**src/rtl/alu_seq_pkg.sv**
```systemverilog
// Shared types and constants for the nibble-serial 74181 sequencer.
// Named s/m encodings cover the common ALU operations.
package alu_seq_pkg;

  localparam int NIBBLES = 4;
  localparam int WIDTH   = 16;

  typedef enum logic [1:0] {
    IDLE = 2'd0,
    RUN  = 2'd1,
    DONE = 2'd2
  } state_e;

  localparam logic [3:0] S_ADD = 4'b1001;
  localparam logic       M_ADD = 1'b0;
  localparam logic [3:0] S_SUB = 4'b0110;
  localparam logic       M_SUB = 1'b0;
  localparam logic [3:0] S_XOR = 4'b0110;
  localparam logic       M_XOR = 1'b1;
  localparam logic [3:0] S_AND = 4'b1011;
  localparam logic       M_AND = 1'b1;

endpackage

```
**src/rtl/alu4_slice.sv**
```systemverilog
// Combinational SN74181 4-bit ALU slice, active-high data convention,
// active-low carry in/out, open-collector style A=B output modelled as &f.
module alu4_slice (
  input  logic [3:0] a,
  input  logic [3:0] b,
  input  logic [3:0] s,
  input  logic       m,
  input  logic       cn_n,
  output logic [3:0] f,
  output logic       cn4_n,
  output logic       aeqb
);

  logic [3:0] g;
  logic [3:0] p;
  logic [3:0] h;
  logic [4:0] c;

  // c is the active-high internal carry; logic mode forces the carry term high,
  // which inverts the half-sum exactly as the real part does.
  always_comb begin
    g    = '0;
    p    = '0;
    h    = '0;
    f    = '0;
    c    = '0;
    c[0] = ~cn_n;
    for (int i = 0; i < 4; i++) begin
      g[i]     = (a[i] & b[i] & s[3]) | (a[i] & ~b[i] & s[2]);
      p[i]     = a[i] | (b[i] & s[0]) | (~b[i] & s[1]);
      h[i]     = p[i] & ~g[i];
      c[i+1]   = g[i] | (p[i] & c[i]);
      f[i]     = h[i] ^ (m | c[i]);
    end
  end

  assign cn4_n = ~c[4];
  assign aeqb  = &f;

endmodule

```
**src/rtl/alu_nibble_sequencer.sv**
```systemverilog
// 16-bit 74181-function unit built by stepping one 4-bit slice over four nibbles.
// Optional aeqb output is enabled by defining ALU_SEQ_AEQB_EN.
module alu_nibble_sequencer
  import alu_seq_pkg::*;
(
  input  logic        clk,
  input  logic        rst,
  input  logic        in_valid,
  output logic        in_ready,
  input  logic [15:0] a,
  input  logic [15:0] b,
  input  logic [3:0]  s,
  input  logic        m,
  input  logic        cin,
  output logic        out_valid,
  input  logic        out_ready,
  output logic [15:0] result,
  output logic        cout,
  output logic        zero,
  output logic        busy
`ifdef ALU_SEQ_AEQB_EN
  ,
  output logic        aeqb
`endif
);

  state_e      state_q, state_d;
  logic [1:0]  cnt_q, cnt_d;
  logic [15:0] a_q, a_d;
  logic [15:0] b_q, b_d;
  logic [3:0]  s_q, s_d;
  logic        m_q, m_d;
  logic        carry_q, carry_d;
  logic [15:0] result_q, result_d;
  logic        cout_q, cout_d;

  logic [3:0]  slice_f;
  logic        slice_cn4_n;
  logic        slice_aeqb;

  alu4_slice u_slice (
    .a     (a_q[4*cnt_q +: 4]),
    .b     (b_q[4*cnt_q +: 4]),
    .s     (s_q),
    .m     (m_q),
    .cn_n  (~carry_q),
    .f     (slice_f),
    .cn4_n (slice_cn4_n),
    .aeqb  (slice_aeqb)
  );

`ifdef ALU_SEQ_AEQB_EN
  logic aeqb_q, aeqb_d;
`else
  logic slice_aeqb_unused;
  assign slice_aeqb_unused = slice_aeqb;
`endif

  always_comb begin
    state_d  = state_q;
    cnt_d    = cnt_q;
    a_d      = a_q;
    b_d      = b_q;
    s_d      = s_q;
    m_d      = m_q;
    carry_d  = carry_q;
    result_d = result_q;
    cout_d   = cout_q;
`ifdef ALU_SEQ_AEQB_EN
    aeqb_d   = aeqb_q;
`endif
    case (state_q)
      IDLE: begin
        if (in_valid) begin
          a_d     = a;
          b_d     = b;
          s_d     = s;
          m_d     = m;
          carry_d = cin;
          cnt_d   = 2'd0;
          state_d = RUN;
`ifdef ALU_SEQ_AEQB_EN
          aeqb_d  = 1'b1;
`endif
        end
      end
      RUN: begin
        result_d[4*cnt_q +: 4] = slice_f;
        carry_d = ~slice_cn4_n;
        cnt_d   = cnt_q + 2'd1;
`ifdef ALU_SEQ_AEQB_EN
        aeqb_d  = aeqb_q & slice_aeqb;
`endif
        if (cnt_q == 2'd3) begin
          cout_d  = m_q ? 1'b0 : ~slice_cn4_n;
          state_d = DONE;
        end
      end
      DONE: begin
        if (out_ready) state_d = IDLE;
      end
      default: state_d = IDLE;
    endcase
  end

  always_ff @(posedge clk) begin
    if (rst) begin
      state_q  <= IDLE;
      cnt_q    <= 2'd0;
      a_q      <= '0;
      b_q      <= '0;
      s_q      <= '0;
      m_q      <= 1'b0;
      carry_q  <= 1'b0;
      result_q <= '0;
      cout_q   <= 1'b0;
    end else begin
      state_q  <= state_d;
      cnt_q    <= cnt_d;
      a_q      <= a_d;
      b_q      <= b_d;
      s_q      <= s_d;
      m_q      <= m_d;
      carry_q  <= carry_d;
      result_q <= result_d;
      cout_q   <= cout_d;
    end
  end

`ifdef ALU_SEQ_AEQB_EN
  always_ff @(posedge clk) begin
    if (rst) aeqb_q <= 1'b0;
    else     aeqb_q <= aeqb_d;
  end
  assign aeqb = aeqb_q & (state_q == DONE);
`endif

  assign in_ready  = (state_q == IDLE);
  assign out_valid = (state_q == DONE);
  assign busy      = (state_q == RUN) || (state_q == DONE);
  assign result    = result_q;
  assign cout      = cout_q;
  // Gated so that a freshly reset block reports zero=0 with its other outputs.
  assign zero      = out_valid && (result_q == 16'h0000);

endmodule
```
**config.mk**
```make
export PLATFORM = sky130hd
export DESIGN_NAME = alu_nibble_sequencer
export DESIGN_NICKNAME = d
export VERILOG_FILES = /design/src/rtl/alu_seq_pkg.sv /design/src/rtl/alu4_slice.sv /design/src/rtl/alu_nibble_sequencer.sv
export SDC_FILE = /design/constraint.sdc
export NUM_CORES = 1
export LEC_CHECK = 0
export BUFFER_PORTS_ARGS = -buffer_cell sky130_fd_sc_hd__buf_2
export CORE_UTILIZATION = 37
export DETAILED_ROUTE_END_ITERATION = 16
export GPL_ROUTABILITY_DRIVEN = 0
export PLACE_DENSITY = 0.67
export SLEW_MARGIN = 10
export SYNTH_ARGS = -nofsm -noshare
export SYNTH_HDL_FRONTEND = slang
export SYNTH_SLANG_ARGS = --single-unit
```
**constraint.sdc**
```tcl
create_clock -name clk -period 2.7 [get_ports clk]
set_input_delay 0 -clock clk [delete_from_list [all_inputs] [get_ports clk]]
set_output_delay 0 -clock clk [all_outputs]
set_load 0.02 [all_outputs]
```
Yosys cells after proc, flatten, opt, wreduce, memory -nomap -nowiden. Index checks and enable logic that the tools add are counted.

Register bits after elaboration: 59. Bits in latches: 0. Bits in writable memories: 0. ROM bits: 0. Input port bits: 42. Word-level logic and storage cells: 104. Memories: 0.

$add $sub $neg: 2. Multiply operators: 0. Div/mod/pow operators: 0. Magnitude comparators: 0. Equal/unequal tests: 6. Shifts and indexed selects: 4. Mux-type cells: 10. Bitwise logic cells: 64. Reductions and logical operators: 9.

Operators by type and width (number): $neg A4 Y34 (1); $shift A4 B34 Y16 const A (1); $shiftx A4 B34 Y16 (1); $and A1 B1 Y1 (32); $shiftx A16 B5 Y4 (2); $or A1 B1 Y1 (20); $bwmux W16 (1); $logic_not A16 Y1 (1); $mux W2 (4); $not A1 Y1 (8); $pmux W2 S3 (1); $reduce_and A2 Y1 (3); $eq A2 B2 Y1 const B (2); $ne A2 B2 Y1 const B (2); $pmux W2 S2 (1); $xor A1 B1 Y1 (4); $reduce_and A3 Y1 (1); $add A2 B1 Y2 const B (1); $eq A2 B1 Y1 const B (1); $logic_not A2 Y1 (1); $mux W1 (2); $ne A2 B1 Y1 const B (1); $pmux W1 S2 (1); $reduce_bool A2 Y1 (1); other kinds (2) (2).

Longest topological paths before layout.
Depth in word-level cells: 14. Gate-level depth with buffers: 8. Mapped depth without buffers: 7.

Modules after synthesis. A second synthesis with hierarchy kept.

Cell total of the unflattened synthesis: 329. Area total of the unflattened synthesis: 2896.5 um^2.

Modules (own cells, without submodules): alu_nibble_sequencer (instances 1, cells each 285, area each 2567.5 um^2); alu4_slice (instances 1, cells each 44, area each 329.1 um^2).

Worst setup path after synthesis. OpenSTA, ideal clock, no wires.

Path type: register to register. Start point: reg cnt_q[0]. End point: reg result_q[7] (netlist: result[7]). Library setup time: 0.134 ns. Arrival: 2.212 ns. Required time: 2.566 ns. Path slack: 0.354 ns. Cell stages (with the launch flop): 9. Buffers on the path: 1. Period minus slack after synthesis: 2.346 ns. Cell sequence: dfxtp_1 buf_6 mux4_2 nand2b_4 a21o_1 a31o_1 a211oi_2 xnor2_1 o22ai_1.

Cells in the longest elaborated chain, start to end: 14. Elaborated cells between the ends (all ways): 67.

RTL lines: from (decl) (line alu_nibble_sequencer.sv:28) `logic [1:0] cnt_q, cnt_d;`; from (signal assigned) (line alu_nibble_sequencer.sv:119) `cnt_q <= cnt_d;`; $shiftx A16 B5 Y4 (line alu_nibble_sequencer.sv:43) `.b (b_q[4*cnt_q +: 4]),`; $and A1 B1 Y1 / $not A1 Y1 (equally long branches) (line alu4_slice.sv:30, alu4_slice.sv:29); $or A1 B1 Y1, or another cell as far along (line alu4_slice.sv:30) `p[i] = a[i] | (b[i] & s[0]) | (~b[i] & s[1]);`; $or A1 B1 Y1 / $and A1 B1 Y1 (equally long branches) (line alu4_slice.sv:30, alu4_slice.sv:29); $and A1 B1 Y1 / $or A1 B1 Y1 (equally long branches) (line alu4_slice.sv:32, alu4_slice.sv:29); $or A1 B1 Y1 (line alu4_slice.sv:32) `c[i+1] = g[i] | (p[i] & c[i]);`; $and A1 B1 Y1 (line alu4_slice.sv:32); $or A1 B1 Y1 (line alu4_slice.sv:32); $and A1 B1 Y1 (line alu4_slice.sv:32); $or A1 B1 Y1 (line alu4_slice.sv:32); $or A1 B1 Y1 (line alu4_slice.sv:33) `f[i] = h[i] ^ (m | c[i]);`; $xor A1 B1 Y1 (line alu4_slice.sv:33); $shiftx A4 B34 Y16 (line alu_nibble_sequencer.sv:88) `result_d[4*cnt_q +: 4] = slice_f;`; $bwmux W16 * (line alu_nibble_sequencer.sv:88); to (signal assigned) (line alu_nibble_sequencer.sv:125) `result_q <= result_d;`; to (decl) (line alu_nibble_sequencer.sv:34) `logic [15:0] result_q, result_d;`.

Every way passes the cells marked *; elsewhere a longest branch is shown, timed or not. A chain may end at the register's enable or synchronous reset.

Final worst setup path.
Start point: reg cnt_q[0]. End point: reg carry_q.

Cells in the longest elaborated chain, start to end: 13. Elaborated cells between the ends (all ways): 51.

RTL lines: $shiftx A16 B5 Y4 (line alu_nibble_sequencer.sv:43); $and A1 B1 Y1 / $not A1 Y1 (equally long branches) (line alu4_slice.sv:30, alu4_slice.sv:29); $or A1 B1 Y1, or another cell as far along (line alu4_slice.sv:30); $or A1 B1 Y1 / $and A1 B1 Y1 (equally long branches) (line alu4_slice.sv:30, alu4_slice.sv:29); $and A1 B1 Y1 / $or A1 B1 Y1 (equally long branches) (line alu4_slice.sv:32, alu4_slice.sv:29); $or A1 B1 Y1 (line alu4_slice.sv:32); $and A1 B1 Y1 (line alu4_slice.sv:32); $or A1 B1 Y1 (line alu4_slice.sv:32); $and A1 B1 Y1 (line alu4_slice.sv:32); $or A1 B1 Y1 (line alu4_slice.sv:32); $and A1 B1 Y1 (line alu4_slice.sv:32); $or A1 B1 Y1 * (line alu4_slice.sv:32); $pmux W1 S2 * (line alu_nibble_sequencer.sv:72) `case (state_q)`; to (signal assigned) (line alu_nibble_sequencer.sv:124) `carry_q <= carry_d;`; to (decl) (line alu_nibble_sequencer.sv:33) `logic carry_q, carry_d;`.

Marks and branches as above.

==> metrics.cfg <==
[clock_network]
cts.sinks=59
h-tree-depth=3
cts_tree=yes
clk_pin_slew_ns=0.06
cts_inserted_buffers=9
cts_root_buf=clkbuf_8
clk_latency_ns=0.33
clk_path_buf_depth=2

[synth]
yosysUniqueCellTypes=41
ys_top_cells_by_area=dfxtp_1 43%, nand2_1 13%, a21oi_1 7.1%
synth.net_count=382
netlist.area_leader.share_pct=42.7
ys_ff_latch=59
synth-edff-count=0
synth_warnings=0
netlist_instances=331
synth.most_common_cell=nand2_1
synth-seq-area-share_pct=42.7
async_flop_share_pct=0
avgSynthCellArea_sq_um=8.35
synth_commonest_cells=96 x nand2_1, 59 x dfxtp_1, 39 x a21oi_1
synthFlopType=dfxtp_1
synth_top_cell_by_area=dfxtp_1
syn_area_sq_um=2760

[floorplan]
coreArea_sq_um=7250
die_area_sq_um=7820
io_pins=63
start_util_pct=38.1
die_w_um=88.4
die-height_um=88.4
fp-row-count=31

[final_layout]
stdcell_count=534
antennaDiodeCount=0
num-nets-final=483
fillCellCount=670
area_growth_pct=35.5
drive_gt1_share_pct=21.1

[global_route]
grt_max_degree=39
grt_pass1_vias=2546
antenna_found_initial=0
grt_pass1_wl_mm=11.5
grt_use_total_pct=19.2
overflow=0

[timing]
timing.final.hold_violations=0
worst_slew_pin_slew_ns=0.648
finClkSkew_ns=0.00682
grt_setup_unrepaired=no
fmax_mhz=399
post-route-period-util_pct=92.8
setup_viol=0
tns_ns=0
slew_headroom_pct=56.2
fin_crit_ns=2.50
finalMaxSlewViolations=0

[setup_path]
slowest_stage=mux4_2
crit_fanout=7
path_class=register to register
crit_buf_inv=0
max_stage_delay_ns=0.61
cp_top_family=compound AO/OA/AOI/OAI gates
required_ns=2.91
cp.arrival_ns=2.71
crit_path_end_kind=register
cp_cell_sequence=mux4_2 -> mux2i_1 -> o21ai_1 -> a31o_1 -> a21oi_1 -> o2111a_1 -> a2111oi_0
critPathLaunchType=register

[route]
drt_iter0_markers=110
dr.pass1.iters=4
via_per_inst=4.99
wl_per_cell_um=13.1
via_count=2667
wl_mm=6.99
drc_errors=0
ant_nets=0

[min_path]
hold_class=input pin to register

[job]
drv_cap=0

[pwr]
cellLeakagePower_nw=1.55
vdd_ir_drop_max_mv=0.421
cellPowerDensity_nw_per_um2=799
power_mw=2.99

[run_status]
outcome=finished clean

[place]
port_buffers=62
placed_cells_incl_taps=483
dpl.hpwl_mm=4.78

tightest hold or removal path, delay by kind of cell:
family          cells  cell delay [ns]
buf+inv             1             0.10
simple gates        1             0.17
compound gates      1             0.10
stage by stage:
| stage | hold slack (ns) | utilization (%) | cell area [sq um] | worst slack, ns |
|---|---|---|---|---|
| after floorplan | 0.136 | - | 2760 | 0.354 |
| after global placement | 0.242 | 43.9 | 3190 | 0.212 |
| after detailed placement | 0.247 | 43.9 | 3190 | 0.119 |
| after CTS | 0.0767 | 51.6 | 3740 | 0.0685 |
| after global routing | 0.147 | 51.6 | 3740 | 0.0619 |
| final | 0.0936 | 51.6 | 3740 | 0.196 |
final cells by class:
class | instances | area, sq um | share of cell area (%)
Sequential cell | 59 | 1180 | 31.6
Clock buffer | 13 | 179 | 4.78
Multi-Input combinational cell | 244 | 1470 | 39.3
Tap cell | 99 | 124 | 3.31
Clock inverter | 1 | 7.51 | 0.200
Inverter | 11 | 41.3 | 1.10
Timing Repair Buffer | 107 | 741 | 19.8
cells by family after synthesis:
kind of cell	after synthesis	share of synthesized area (%)
and+or+nand+nor	141	21.7
AOI/OAI and AO/OA	73	16.1
DFF	59	42.7
buffers and inverters	28	4.07
muxes	17	10.1
adders and majority gates	9	4.07
xor gates and xnor gates	4	1.27
layout by cell type (no fill, tap or decap), types with 3 or more instances in the layout:
cell,Yosys,layout
nand2_1,96,96
inv_1,10,10
mux4_1,5,5
nor2b_1,3,3
buf_2,0,62
dfxtp_1,59,58
nor4_1,4,4
nand2b_1,4,4
nand3_1,6,6
o22ai_1,4,4
nor4b_1,3,3
ha_1,9,9
clkbuf_8,0,13
buf_4,0,8
a21oi_1,39,39
dlygate4sd3_1,0,37
mux2i_1,8,8
xnor2_1,3,3
a22oi_1,8,8
o21ai_0,8,8
nor2_1,19,19
timing repair:
item,4_1_cts,5_1_grt
hold buffers,37,0
setup buffers,0,0
endpoints found under the hold margin,37,0
endpoints found under the setup margin,0,3
gates resized for setup,0,1
routing by layer:
metal	GRT usage [%]	part of all wire (%)
met1	23.2	46
met2	33.3	49
met3	4.20	3.8
met4	7.77	1.2
met5	0	0
final timing paths:
| check | end | slack, ns | depth (start not counted) | from |
|---|---|---|---|---|
| setup / recovery | carry_q | 0.20 | 7 | cnt_q[0] |
| setup reg to reg | carry_q | 0.20 | 7 | cnt_q[0] |
| hold / removal | carry_q | 0.09 | 3 | cin |
| hold reg to reg | b_q[9] | 0.45 | 2 | b_q[9] |
power by group:
| part | internal [mW] | switching [mW] |
|---|---|---|
| combinational | 0.470 | 0.668 |
| sequential | 1.01 | 0.102 |
| clock | 0.423 | 0.320 |
state kept, by name, summed over array words and instances, names as in the netlist:
name / count
carry_q: 1
b_q: 16
result: 16
s_q: 4
a_q: 16
state_q: 2
cout: 1
cnt_q: 2
m_q: 1
(Power assumes the default switching activity.)
